## src/rtl/fpga_io_pkg.sv

```systemverilog
// -----------------------------------------------------------------------------
// fpga_io_pkg
// Shared constants for the FPGA-side GPIO pad controller.
//   - default values for the gpio_pad_ctrl parameters
//   - db_smp_w(): width of a debounce sample counter able to hold 0..samples
//   - DB_SMP_W:   that width for the default DB_SAMPLES
// -----------------------------------------------------------------------------
package fpga_io_pkg;

    localparam int NUM_PINS_DEF    = 32;
    localparam int SYNC_STAGES_DEF = 2;
    localparam int DB_CNT_W_DEF    = 16;
    localparam int DB_SAMPLES_DEF  = 4;

    // Counter width needed to count up to 'samples' inclusive.
    function automatic int db_smp_w(input int samples);
        return $clog2(samples + 1);
    endfunction

    localparam int DB_SMP_W = $clog2(DB_SAMPLES_DEF + 1);

endpackage

```

## src/rtl/gpio_db_ch.sv

```systemverilog
// -----------------------------------------------------------------------------
// gpio_db_ch
// One GPIO input channel: synchroniser chain, debounce filter, edge detector
// and sticky interrupt-pending flag.
// Ports:
//   clk_i, rstn_i        clock, asynchronous active-low reset
//   pad_i                raw asynchronous pad level
//   db_en_i              debounce enable for this pin
//   tick_i               shared prescaler tick (one cycle wide)
//   irq_rise_en_i        rising-edge interrupt enable
//   irq_fall_en_i        falling-edge interrupt enable
//   irq_clr_i            write-1-to-clear pulse for the pending flag
//   core_i_o             filtered level ("stable"), registered
//   irq_pend_o           sticky pending flag, registered
// -----------------------------------------------------------------------------
module gpio_db_ch
    import fpga_io_pkg::*;
#(
    parameter int SYNC_STAGES = SYNC_STAGES_DEF,
    parameter int DB_SAMPLES  = DB_SAMPLES_DEF
) (
    input  logic clk_i,
    input  logic rstn_i,
    input  logic pad_i,
    input  logic db_en_i,
    input  logic tick_i,
    input  logic irq_rise_en_i,
    input  logic irq_fall_en_i,
    input  logic irq_clr_i,
    output logic core_i_o,
    output logic irq_pend_o
);

    localparam int              SMP_W    = db_smp_w(DB_SAMPLES);
    // The accepting tick is the one that would bring the count to DB_SAMPLES.
    localparam logic [SMP_W-1:0] SMP_LAST = SMP_W'(DB_SAMPLES - 1);

    logic [SYNC_STAGES-1:0] sync_r;
    logic                   sync_s;
    logic [SMP_W-1:0]       smp_cnt_r;
    logic                   stable_r;
    logic                   prev_r;
    logic                   pend_r;
    logic                   rise_s;
    logic                   fall_s;
    logic                   set_s;

    assign sync_s = sync_r[SYNC_STAGES-1];

    // Synchroniser chain bringing the asynchronous pad level into clk_i.
    always_ff @(posedge clk_i or negedge rstn_i) begin
        if (!rstn_i) begin
            sync_r <= '0;
        end else begin
            sync_r <= {sync_r[SYNC_STAGES-2:0], pad_i};
        end
    end

    // Debounce: accept a new level only after DB_SAMPLES consecutive differing ticks.
    always_ff @(posedge clk_i or negedge rstn_i) begin
        if (!rstn_i) begin
            stable_r  <= 1'b0;
            smp_cnt_r <= '0;
        end else if (!db_en_i) begin
            // Filter bypassed: follow the synchroniser and drop any partial count.
            stable_r  <= sync_s;
            smp_cnt_r <= '0;
        end else if (tick_i) begin
            if (sync_s != stable_r) begin
                if (smp_cnt_r == SMP_LAST) begin
                    stable_r  <= sync_s;
                    smp_cnt_r <= '0;
                end else begin
                    stable_r  <= stable_r;
                    smp_cnt_r <= smp_cnt_r + SMP_W'(1);
                end
            end else begin
                // Level returned to the accepted value: restart the run.
                stable_r  <= stable_r;
                smp_cnt_r <= '0;
            end
        end else begin
            stable_r  <= stable_r;
            smp_cnt_r <= smp_cnt_r;
        end
    end

    // Edge qualification against the per-pin enables.
    always_comb begin
        rise_s = 1'b0;
        fall_s = 1'b0;
        set_s  = 1'b0;
        rise_s = stable_r & ~prev_r;
        fall_s = ~stable_r & prev_r;
        set_s  = (rise_s & irq_rise_en_i) | (fall_s & irq_fall_en_i);
    end

    // Previous filtered level and sticky pending flag (a new edge beats a clear).
    always_ff @(posedge clk_i or negedge rstn_i) begin
        if (!rstn_i) begin
            prev_r <= 1'b0;
            pend_r <= 1'b0;
        end else begin
            prev_r <= stable_r;
            pend_r <= set_s | (pend_r & ~irq_clr_i);
        end
    end

    assign core_i_o   = stable_r;
    assign irq_pend_o = pend_r;

endmodule

```

## src/rtl/gpio_pad_ctrl.sv

```systemverilog
// -----------------------------------------------------------------------------
// gpio_pad_ctrl
// GPIO pad controller between the SoC GPIO ports and the FPGA pins.
// Output path registers core data/enable toward the pads (per-bit tristate is
// done by the FPGA top). Input path synchronises, optionally debounces and
// edge-detects each pin, raising sticky per-pin interrupt flags.
// Ports:
//   clk_i, rstn_i        clock, asynchronous active-low reset
//   core_o_i, core_oe_i  output data / per-bit enable from the core
//   core_i_o             filtered input level to the core
//   pad_i                raw pad level (asynchronous)
//   pad_o, pad_oe        registered pad drive value / per-bit enable
//   db_en_i              per-pin debounce enable
//   db_div_i             debounce prescaler terminal count
//   irq_rise_en_i        rising-edge interrupt enables
//   irq_fall_en_i        falling-edge interrupt enables
//   irq_clr_i            write-1-to-clear pulses
//   irq_pend_o           sticky pending flags
//   irq_o                OR of all pending flags
// -----------------------------------------------------------------------------
module gpio_pad_ctrl
    import fpga_io_pkg::*;
#(
    parameter int NUM_PINS    = NUM_PINS_DEF,
    parameter int SYNC_STAGES = SYNC_STAGES_DEF,
    parameter int DB_CNT_W    = DB_CNT_W_DEF,
    parameter int DB_SAMPLES  = DB_SAMPLES_DEF
) (
    input  logic                clk_i,
    input  logic                rstn_i,
    input  logic [NUM_PINS-1:0] core_o_i,
    input  logic [NUM_PINS-1:0] core_oe_i,
    output logic [NUM_PINS-1:0] core_i_o,
    input  logic [NUM_PINS-1:0] pad_i,
    output logic [NUM_PINS-1:0] pad_o,
    output logic [NUM_PINS-1:0] pad_oe,
    input  logic [NUM_PINS-1:0] db_en_i,
    input  logic [DB_CNT_W-1:0] db_div_i,
    input  logic [NUM_PINS-1:0] irq_rise_en_i,
    input  logic [NUM_PINS-1:0] irq_fall_en_i,
    input  logic [NUM_PINS-1:0] irq_clr_i,
    output logic [NUM_PINS-1:0] irq_pend_o,
    output logic                irq_o
);

    logic [DB_CNT_W-1:0] pre_cnt_r;
    logic                tick_s;
    logic [NUM_PINS-1:0] pad_o_r;
    logic [NUM_PINS-1:0] pad_oe_r;

    // Using >= rather than == makes a lowered terminal count take effect at once.
    assign tick_s = (pre_cnt_r >= db_div_i);

    // Shared debounce prescaler: reload to zero on each tick.
    always_ff @(posedge clk_i or negedge rstn_i) begin
        if (!rstn_i) begin
            pre_cnt_r <= '0;
        end else if (tick_s) begin
            pre_cnt_r <= '0;
        end else begin
            pre_cnt_r <= pre_cnt_r + DB_CNT_W'(1);
        end
    end

    // Output path: one register stage core -> pad, every bit independent.
    always_ff @(posedge clk_i or negedge rstn_i) begin
        if (!rstn_i) begin
            pad_o_r  <= '0;
            pad_oe_r <= '0;
        end else begin
            pad_o_r  <= core_o_i;
            pad_oe_r <= core_oe_i;
        end
    end

    assign pad_o  = pad_o_r;
    assign pad_oe = pad_oe_r;

    for (genvar k = 0; k < NUM_PINS; k++) begin : g_ch
        gpio_db_ch #(
            .SYNC_STAGES (SYNC_STAGES),
            .DB_SAMPLES  (DB_SAMPLES)
        ) u_ch (
            .clk_i         (clk_i),
            .rstn_i        (rstn_i),
            .pad_i         (pad_i[k]),
            .db_en_i       (db_en_i[k]),
            .tick_i        (tick_s),
            .irq_rise_en_i (irq_rise_en_i[k]),
            .irq_fall_en_i (irq_fall_en_i[k]),
            .irq_clr_i     (irq_clr_i[k]),
            .core_i_o      (core_i_o[k]),
            .irq_pend_o    (irq_pend_o[k])
        );
    end

    assign irq_o = |irq_pend_o;

endmodule

```

## config.mk

```make
export PLATFORM = sky130hd
export DESIGN_NAME = gpio_pad_ctrl
export DESIGN_NICKNAME = d
export VERILOG_FILES = /design/src/rtl/fpga_io_pkg.sv /design/src/rtl/gpio_db_ch.sv /design/src/rtl/gpio_pad_ctrl.sv
export SDC_FILE = /design/constraint.sdc
export NUM_CORES = 1
export LEC_CHECK = 0
export CAP_MARGIN = 20
export CORE_UTILIZATION = 30
export CTS_CLUSTER_SIZE = 12
export DETAILED_ROUTE_END_ITERATION = 8
export GPL_ROUTABILITY_DRIVEN = 1
export PLACE_DENSITY_LB_ADDON = 0.15
export SKIP_CTS_REPAIR_TIMING = 1
export SLEW_MARGIN = 20
export SYNTH_ARGS = -nofsm -noshare
export SYNTH_HDL_FRONTEND = slang
export SYNTH_HIERARCHICAL = 1
export SYNTH_SLANG_ARGS = --single-unit
```

## constraint.sdc

```tcl
create_clock -name clk_i -period 5.3 [get_ports clk_i]
set_clock_uncertainty 0.15 [all_clocks]
set_input_delay 1.06 -clock clk_i [delete_from_list [all_inputs] [get_ports clk_i]]
set_output_delay 1.06 -clock clk_i [all_outputs]
set_load 0.02 [all_outputs]
```

# == Word level (Yosys, flattened, before mapping) ==
# Cells that the tools add are included.
# totals
output_inout_bits,129
elab_cells,967
in_bits,242
ff_bits,336
# op_classes
n_reduce_logical,33
addsub,33
mux,257
n_bitwise,320
n_eq_ne,160
magnitude_cmp,1
# op_table
cell,n
3-bit 2-to-1 mux,128
2-bit by 1-bit inequality test with 1-bit output (second input constant),96
1-bit AND,160
1-bit 2-to-1 mux,128
3-bit by 1-bit adder with 3-bit output (second input constant),32
3-bit by 2-bit equality test with 1-bit output (second input constant),32
1-bit inverter,96
3-bit AND reduction,32
1-bit bitwise OR,64
1-bit inequality test,32
32-bit OR reduction,1
16-bit by 1-bit adder with 16-bit output (second input constant),1
16-bit greater-or-equal comparator,1
16-bit 2-to-1 mux,1

# == Logic depth before layout (Yosys ltp) ==
# logic_depth
depth_word,5
mapped_depth,9
ltp_nobuf,9

# == Hierarchy ==
# The synthesis kept the hierarchy.
# modules_own_cells
module,cells_each,area_each_um2,instances,seq_area_each_um2
gpio_db_ch at g_ch[10].u_ch ...,27,322.8,31,200.2
gpio_pad_ctrl,206,2935.3,1,2001.9
gpio_db_ch at g_ch[0].u_ch,24,330.3,1,200.2

# == Worst setup path before layout ==
# No wires, ideal clock.
# synth_path
path_kind,in2reg
startpoint,input port db_div_i[15]
endpoint,register g_ch[10].u_ch.stable_r
path_slack_ns,-0.140
cell_stages,9
setup_time_ns,0.128
n_path_buf,0
arrival_ns,5.162
required_ns,5.022
cell_sequence,inv_1 ha_1 nand4_1 or3_4 o32ai_4 or2_1 inv_1 o21ai_1 mux2_1
# synth_between
elab_chain_cells,3
# synth_rtl
item,line,source
start: declaration,gpio_pad_ctrl.sv:38,"input logic [DB_CNT_W-1:0] db_div_i,"
16-bit greater-or-equal comparator,gpio_pad_ctrl.sv:52,assign tick_s = (pre_cnt_r >= db_div_i);
via tick_s,gpio_pad_ctrl.sv:47,logic tick_s;
2-bit by 1-bit inequality test with 1-bit output (no line),--,
3-bit AND reduction (no line),--,
end signal: assignment,gpio_db_ch.sv:74,stable_r <= stable_r;
end signal: assignment,gpio_db_ch.sv:79,stable_r <= stable_r;
end signal: assignment,gpio_db_ch.sv:83,stable_r <= stable_r;
end: declaration,gpio_db_ch.sv:41,logic stable_r;
# The timed path passes the listed nets, and every way through them passes these cells.
# A chain may end at the register's enable or synchronous reset.

# == Worst setup path in the final report ==
# layout_path
startpoint,register g_ch[13].u_ch.pend_r
endpoint,output port irq_o
# layout_between
elab_chain_cells,1
# layout_rtl
item,line,source
start: declaration,gpio_db_ch.sv:43,logic pend_r;
start signal: assignment,gpio_db_ch.sv:105,pend_r <= set_s | (pend_r & ~irq_clr_i);
32-bit OR reduction,gpio_pad_ctrl.sv:97,assign irq_o = |irq_pend_o;
end: declaration,gpio_pad_ctrl.sv:43,output logic irq_o
# No other way between the ends.

==> metrics.txt <==
# TYPE chip_impl_metric gauge
chip_impl_metric{name="timing.slew.headroom",unit="%"} 45.6
chip_impl_metric{name="stdcell_count",unit=""} 2098
chip_impl_metric{name="report.final.hold_viol_count",unit=""} 0
chip_impl_info{name="cts-root-buf",value="clkbuf_16"} 1
chip_impl_info{name="holdCritPathClass",value="reg2reg"} 1
chip_impl_info{name="yosys-top-cells-area",value="dfrtp_1 63%, ha_1 4.6%, nand2_1 3.8%, a21boi_1 3.6%, nand2b_1 3.0%"} 1
chip_impl_metric{name="dpl-instance-area",unit="mm²"} 0.0178
chip_impl_info{name="synth_largest_area_cell",value="dfrtp_1"} 1
chip_impl_metric{name="layout-drive-gt1-share",unit="%"} 6.41
chip_impl_metric{name="grt_start_max_net_pins",unit=""} 101
chip_impl_metric{name="post_synth_instance_area",unit="mm²"} 0.0133
chip_impl_metric{name="use_met3",unit="%"} 6.35
chip_impl_metric{name="fp.dieArea",unit="mm²"} 0.0451
chip_impl_metric{name="grt_pass1_vias",unit=""} 9758
chip_impl_info{name="grt_busiest_layer",value="met2"} 1
chip_impl_metric{name="final_area",unit="mm²"} 0.0191
chip_impl_metric{name="cts_max_path_buffers",unit=""} 3
chip_impl_metric{name="worst-endpoint-arrival",unit="ns"} 2.91
chip_impl_metric{name="drcViolationCount",unit=""} 0
chip_impl_metric{name="vdd_drop_max",unit="mV"} 0.260
chip_impl_metric{name="wire_per_inst",unit="µm"} 15.4
chip_impl_metric{name="dpl_worst_slack",unit="ns"} 1.04
chip_impl_metric{name="synth-async-reset-ratio",unit="%"} 100
chip_impl_metric{name="gr-usage-met2",unit="%"} 22.9
chip_impl_metric{name="io-pin-count",unit=""} 371
chip_impl_metric{name="syn_area_per_cell",unit="µm²"} 12.4
chip_impl_metric{name="antenna_violating_nets_post_route",unit=""} 0
chip_impl_info{name="synth_top_cells_by_count",value="336 x dfrtp_1, 134 x nand2_1, 81 x inv_1"} 1
chip_impl_metric{name="die_w",unit="µm"} 212
chip_impl_metric{name="clk-insertion-delay-late",unit="ns"} 0.54
chip_impl_metric{name="setup_tns",unit="ns"} 0
chip_impl_metric{name="clk_pin_slew",unit="ns"} 0.05
chip_impl_info{name="cts_tree",value="done"} 1
chip_impl_info{name="critical_path.top_delay_family",value="simple AND/OR/NAND/NOR gates"} 1
chip_impl_metric{name="layout-area-overhead-vs-synth",unit="%"} 43.9
chip_impl_metric{name="maxCapViolCount",unit=""} 0
chip_impl_metric{name="drt-total-wl",unit="mm"} 32.2
chip_impl_info{name="timing.critical_path.cells",value="nor4_1 -> nand4_1 -> or2_2 -> clkdlybuf4s50_1"} 1
chip_impl_info{name="outcome",value="finished clean"} 1
chip_impl_metric{name="worst-path-buf-inv",unit=""} 1
chip_impl_metric{name="num_rows",unit=""} 76
chip_impl_metric{name="shortest_clock_period_the_worst_path_allows_after_layout",unit="ns"} 4.12
chip_impl_info{name="setup.worst_path.start",value="g_ch[13].u_ch/irq_pend_o"} 1
chip_impl_metric{name="detailed_place_hpwl",unit="mm"} 23.2
chip_impl_metric{name="worst_slew_pin_tran",unit="ns"} 0.808
chip_impl_metric{name="ys_ff_latch",unit=""} 336
chip_impl_metric{name="grt.met1_usage",unit="%"} 17.4
chip_impl_metric{name="post-route-period-util",unit="%"} 77.7
chip_impl_metric{name="grt_overflow_total",unit=""} 0
chip_impl_metric{name="placed_cells",unit=""} 2029
chip_impl_metric{name="maxClockFrequency",unit="GHz"} 0.243
chip_impl_info{name="worst_setup_path_start_kind",value="flop"} 1
chip_impl_metric{name="number_of_clock_buffers_inserted_by_tritoncts",unit=""} 40
chip_impl_metric{name="global_route_wire_length_before_repair",unit="mm"} 50.9
chip_impl_metric{name="slew_violations",unit=""} 0
chip_impl_metric{name="clock-sinks",unit=""} 336
chip_impl_metric{name="synth_seq_area_share",unit="%"} 63.3
chip_impl_info{name="unrepaired_setup_endpoints_after_global_routing",value="no"} 1
chip_impl_metric{name="placement.io_buffers",unit=""} 370
chip_impl_metric{name="cpPeakStageDelay",unit="ns"} 0.72
chip_impl_info{name="synth.most_common_cell",value="dfrtp_1"} 1
chip_impl_metric{name="synth.net_count",unit=""} 1358
chip_impl_metric{name="first_pass_detailed_route_iteration_total",unit=""} 5
chip_impl_metric{name="power.density_cell_area",unit="mW/mm²"} 334
chip_impl_metric{name="h_tree_level_count",unit=""} 2
chip_impl_metric{name="num_antenna_cells",unit=""} 0
chip_impl_metric{name="cp_data_required_time",unit="ns"} 4.09
chip_impl_info{name="r2r-start",value="pre_cnt_r[9]"} 1
chip_impl_info{name="worst-setup-path-type",value="reg2out"} 1
chip_impl_metric{name="yosysUniqueCellTypes",unit=""} 40
chip_impl_metric{name="number_of_antenna_violations_at_the_first_check_in_global_routing",unit=""} 1
chip_impl_metric{name="path_max_fanout",unit=""} 3
chip_impl_metric{name="share_of_the_synthesized_area_in_the_top_cell_type",unit="%"} 63.3
chip_impl_metric{name="nets",unit=""} 1777
chip_impl_metric{name="number_of_synthesized_flops_with_an_enable_pin",unit=""} 0
chip_impl_metric{name="chipHeight",unit="µm"} 212
chip_impl_metric{name="report.power.total",unit="mW"} 6.38
chip_impl_metric{name="route.vias.total",unit=""} 9442
chip_impl_metric{name="fp.coreArea",unit="mm²"} 0.0434
chip_impl_metric{name="yosys_warnings",unit=""} 6
chip_impl_info{name="worstSetupEndpointType",value="output pin"} 1
chip_impl_metric{name="via_per_inst",unit=""} 4.50
chip_impl_metric{name="dr.first_iter.drc_count",unit=""} 413
chip_impl_info{name="synth-main-ff-cell",value="dfrtp_1"} 1
chip_impl_info{name="critical_path.slowest_cell",value="nor4_1"} 1
chip_impl_metric{name="grt.total_usage",unit="%"} 14.5
chip_impl_metric{name="start_util",unit="%"} 30.6
chip_impl_metric{name="final.setup.worst_slack",unit="ns"} 1.18
chip_impl_metric{name="place.gp.congestion",unit=""} 0.762
chip_impl_metric{name="final-setup-viol-count",unit=""} 0
chip_impl_metric{name="gate_count_post_synth",unit=""} 1067
chip_impl_metric{name="power.leakage",unit="nW"} 8.17
chip_impl_info{name="min_from",value="g_ch[0].u_ch/sync_r[0]"} 1
## state kept, by name, summed over array words and instances (netlist names)
register / flops
pad_o: 32
g_ch.u_ch/core_i_o: 32
pad_oe: 32
g_ch.u_ch/smp_cnt_r: 96
g_ch.u_ch/irq_pend_o: 32
g_ch.u_ch/sync_r: 64
g_ch.u_ch/prev_r: 32
pre_cnt_r: 16
## per-layer routing
metal,vias to the layer above,share of wire [%]
met1,4518,42
met3,55,11
met4,2,2.4
met2,307,45
met5,-,0.053
li1,4560,-
## kinds of logic (layout without fill, tap and decap cells)
group | after synthesis | after routing | synth area share [%]
and+or+nand+nor | 348 | 348 | 14.8
DFF | 336 | 336 | 63.3
AOI/OAI and AO/OA | 173 | 173 | 9.08
buffers and inverters | 83 | 529 | 2.41
adders and majority gates | 49 | 49 | 4.62
xor gates and xnor gates | 45 | 45 | 2.97
muxes | 33 | 33 | 2.80
## through the flow
| step | util (%) | hold WS (ns) |
|---|---|---|
| 2_1_floorplan | - | 0.181 |
| 3_3_place_gp | 41.1 | 0.184 |
| 3_5_place_dp | 41.1 | 0.185 |
| 4_1_cts | 44.1 | 0.197 |
| 5_1_grt | 44.1 | 0.208 |
| 6_report | 44.1 | 0.197 |
## area by class of cell
type | instances | area, µm²
Fill cell | 4139 | 24300
Sequential cell | 336 | 8410
Multi-Input combinational cell | 648 | 4550
Timing Repair Buffer | 379 | 3830
Clock buffer | 57 | 1200
Tap cell | 585 | 732
Inverter | 81 | 304
Clock inverter | 12 | 88.8
## cells in the final DEF, fill, tap and decap left out, types with 32 or more instances in the layout
master / count
dfrtp_1: 336
ha_1: 49
nand3b_1: 32
xor2_1: 35
a21oi_1: 36
o221ai_1: 33
clkdlybuf4s50_1: 369
nand3_1: 34
nand2b_1: 63
clkbuf_16: 41
inv_1: 81
a21boi_1: 63
nand2_1: 134
## path summary, 6_finish.rpt
check	endpoint	cells past startpoint	slack, ns
max in group asynchronous	pad_o[23]	2	3.59
min	g_ch[0].u_ch/sync_r[1]	0	0.20
min in group asynchronous	g_ch[16].u_ch/sync_r[1]	1	0.40
max reg2reg	g_ch[23].u_ch/core_i_o	9	2.13
min reg2reg	g_ch[0].u_ch/sync_r[1]	0	0.20
max	irq_o	4	1.18
## power breakdown
part	switching, mW	leakage [nW]	total [mW]	internal (mW)
Sequential	0.160	4.19	2.89	2.73
Combinational	0.388	3.34	0.839	0.451
Clock	1.04	0.648	2.65	1.61
Total	1.59	8.17	6.38	4.79
## worst reg2reg max path, delay by kind of cell (launching register included)
kind	cells	cell delay, ns
AND/OR/NAND/NOR	3	0.86
flip-flops	1	0.47
buffers and inverters	2	0.45
multiplexers	1	0.33
AO/OA/AOI/OAI	2	0.44
adder cells (fa/ha/maj)	1	0.35
Power figures use the tool's default switching activity.
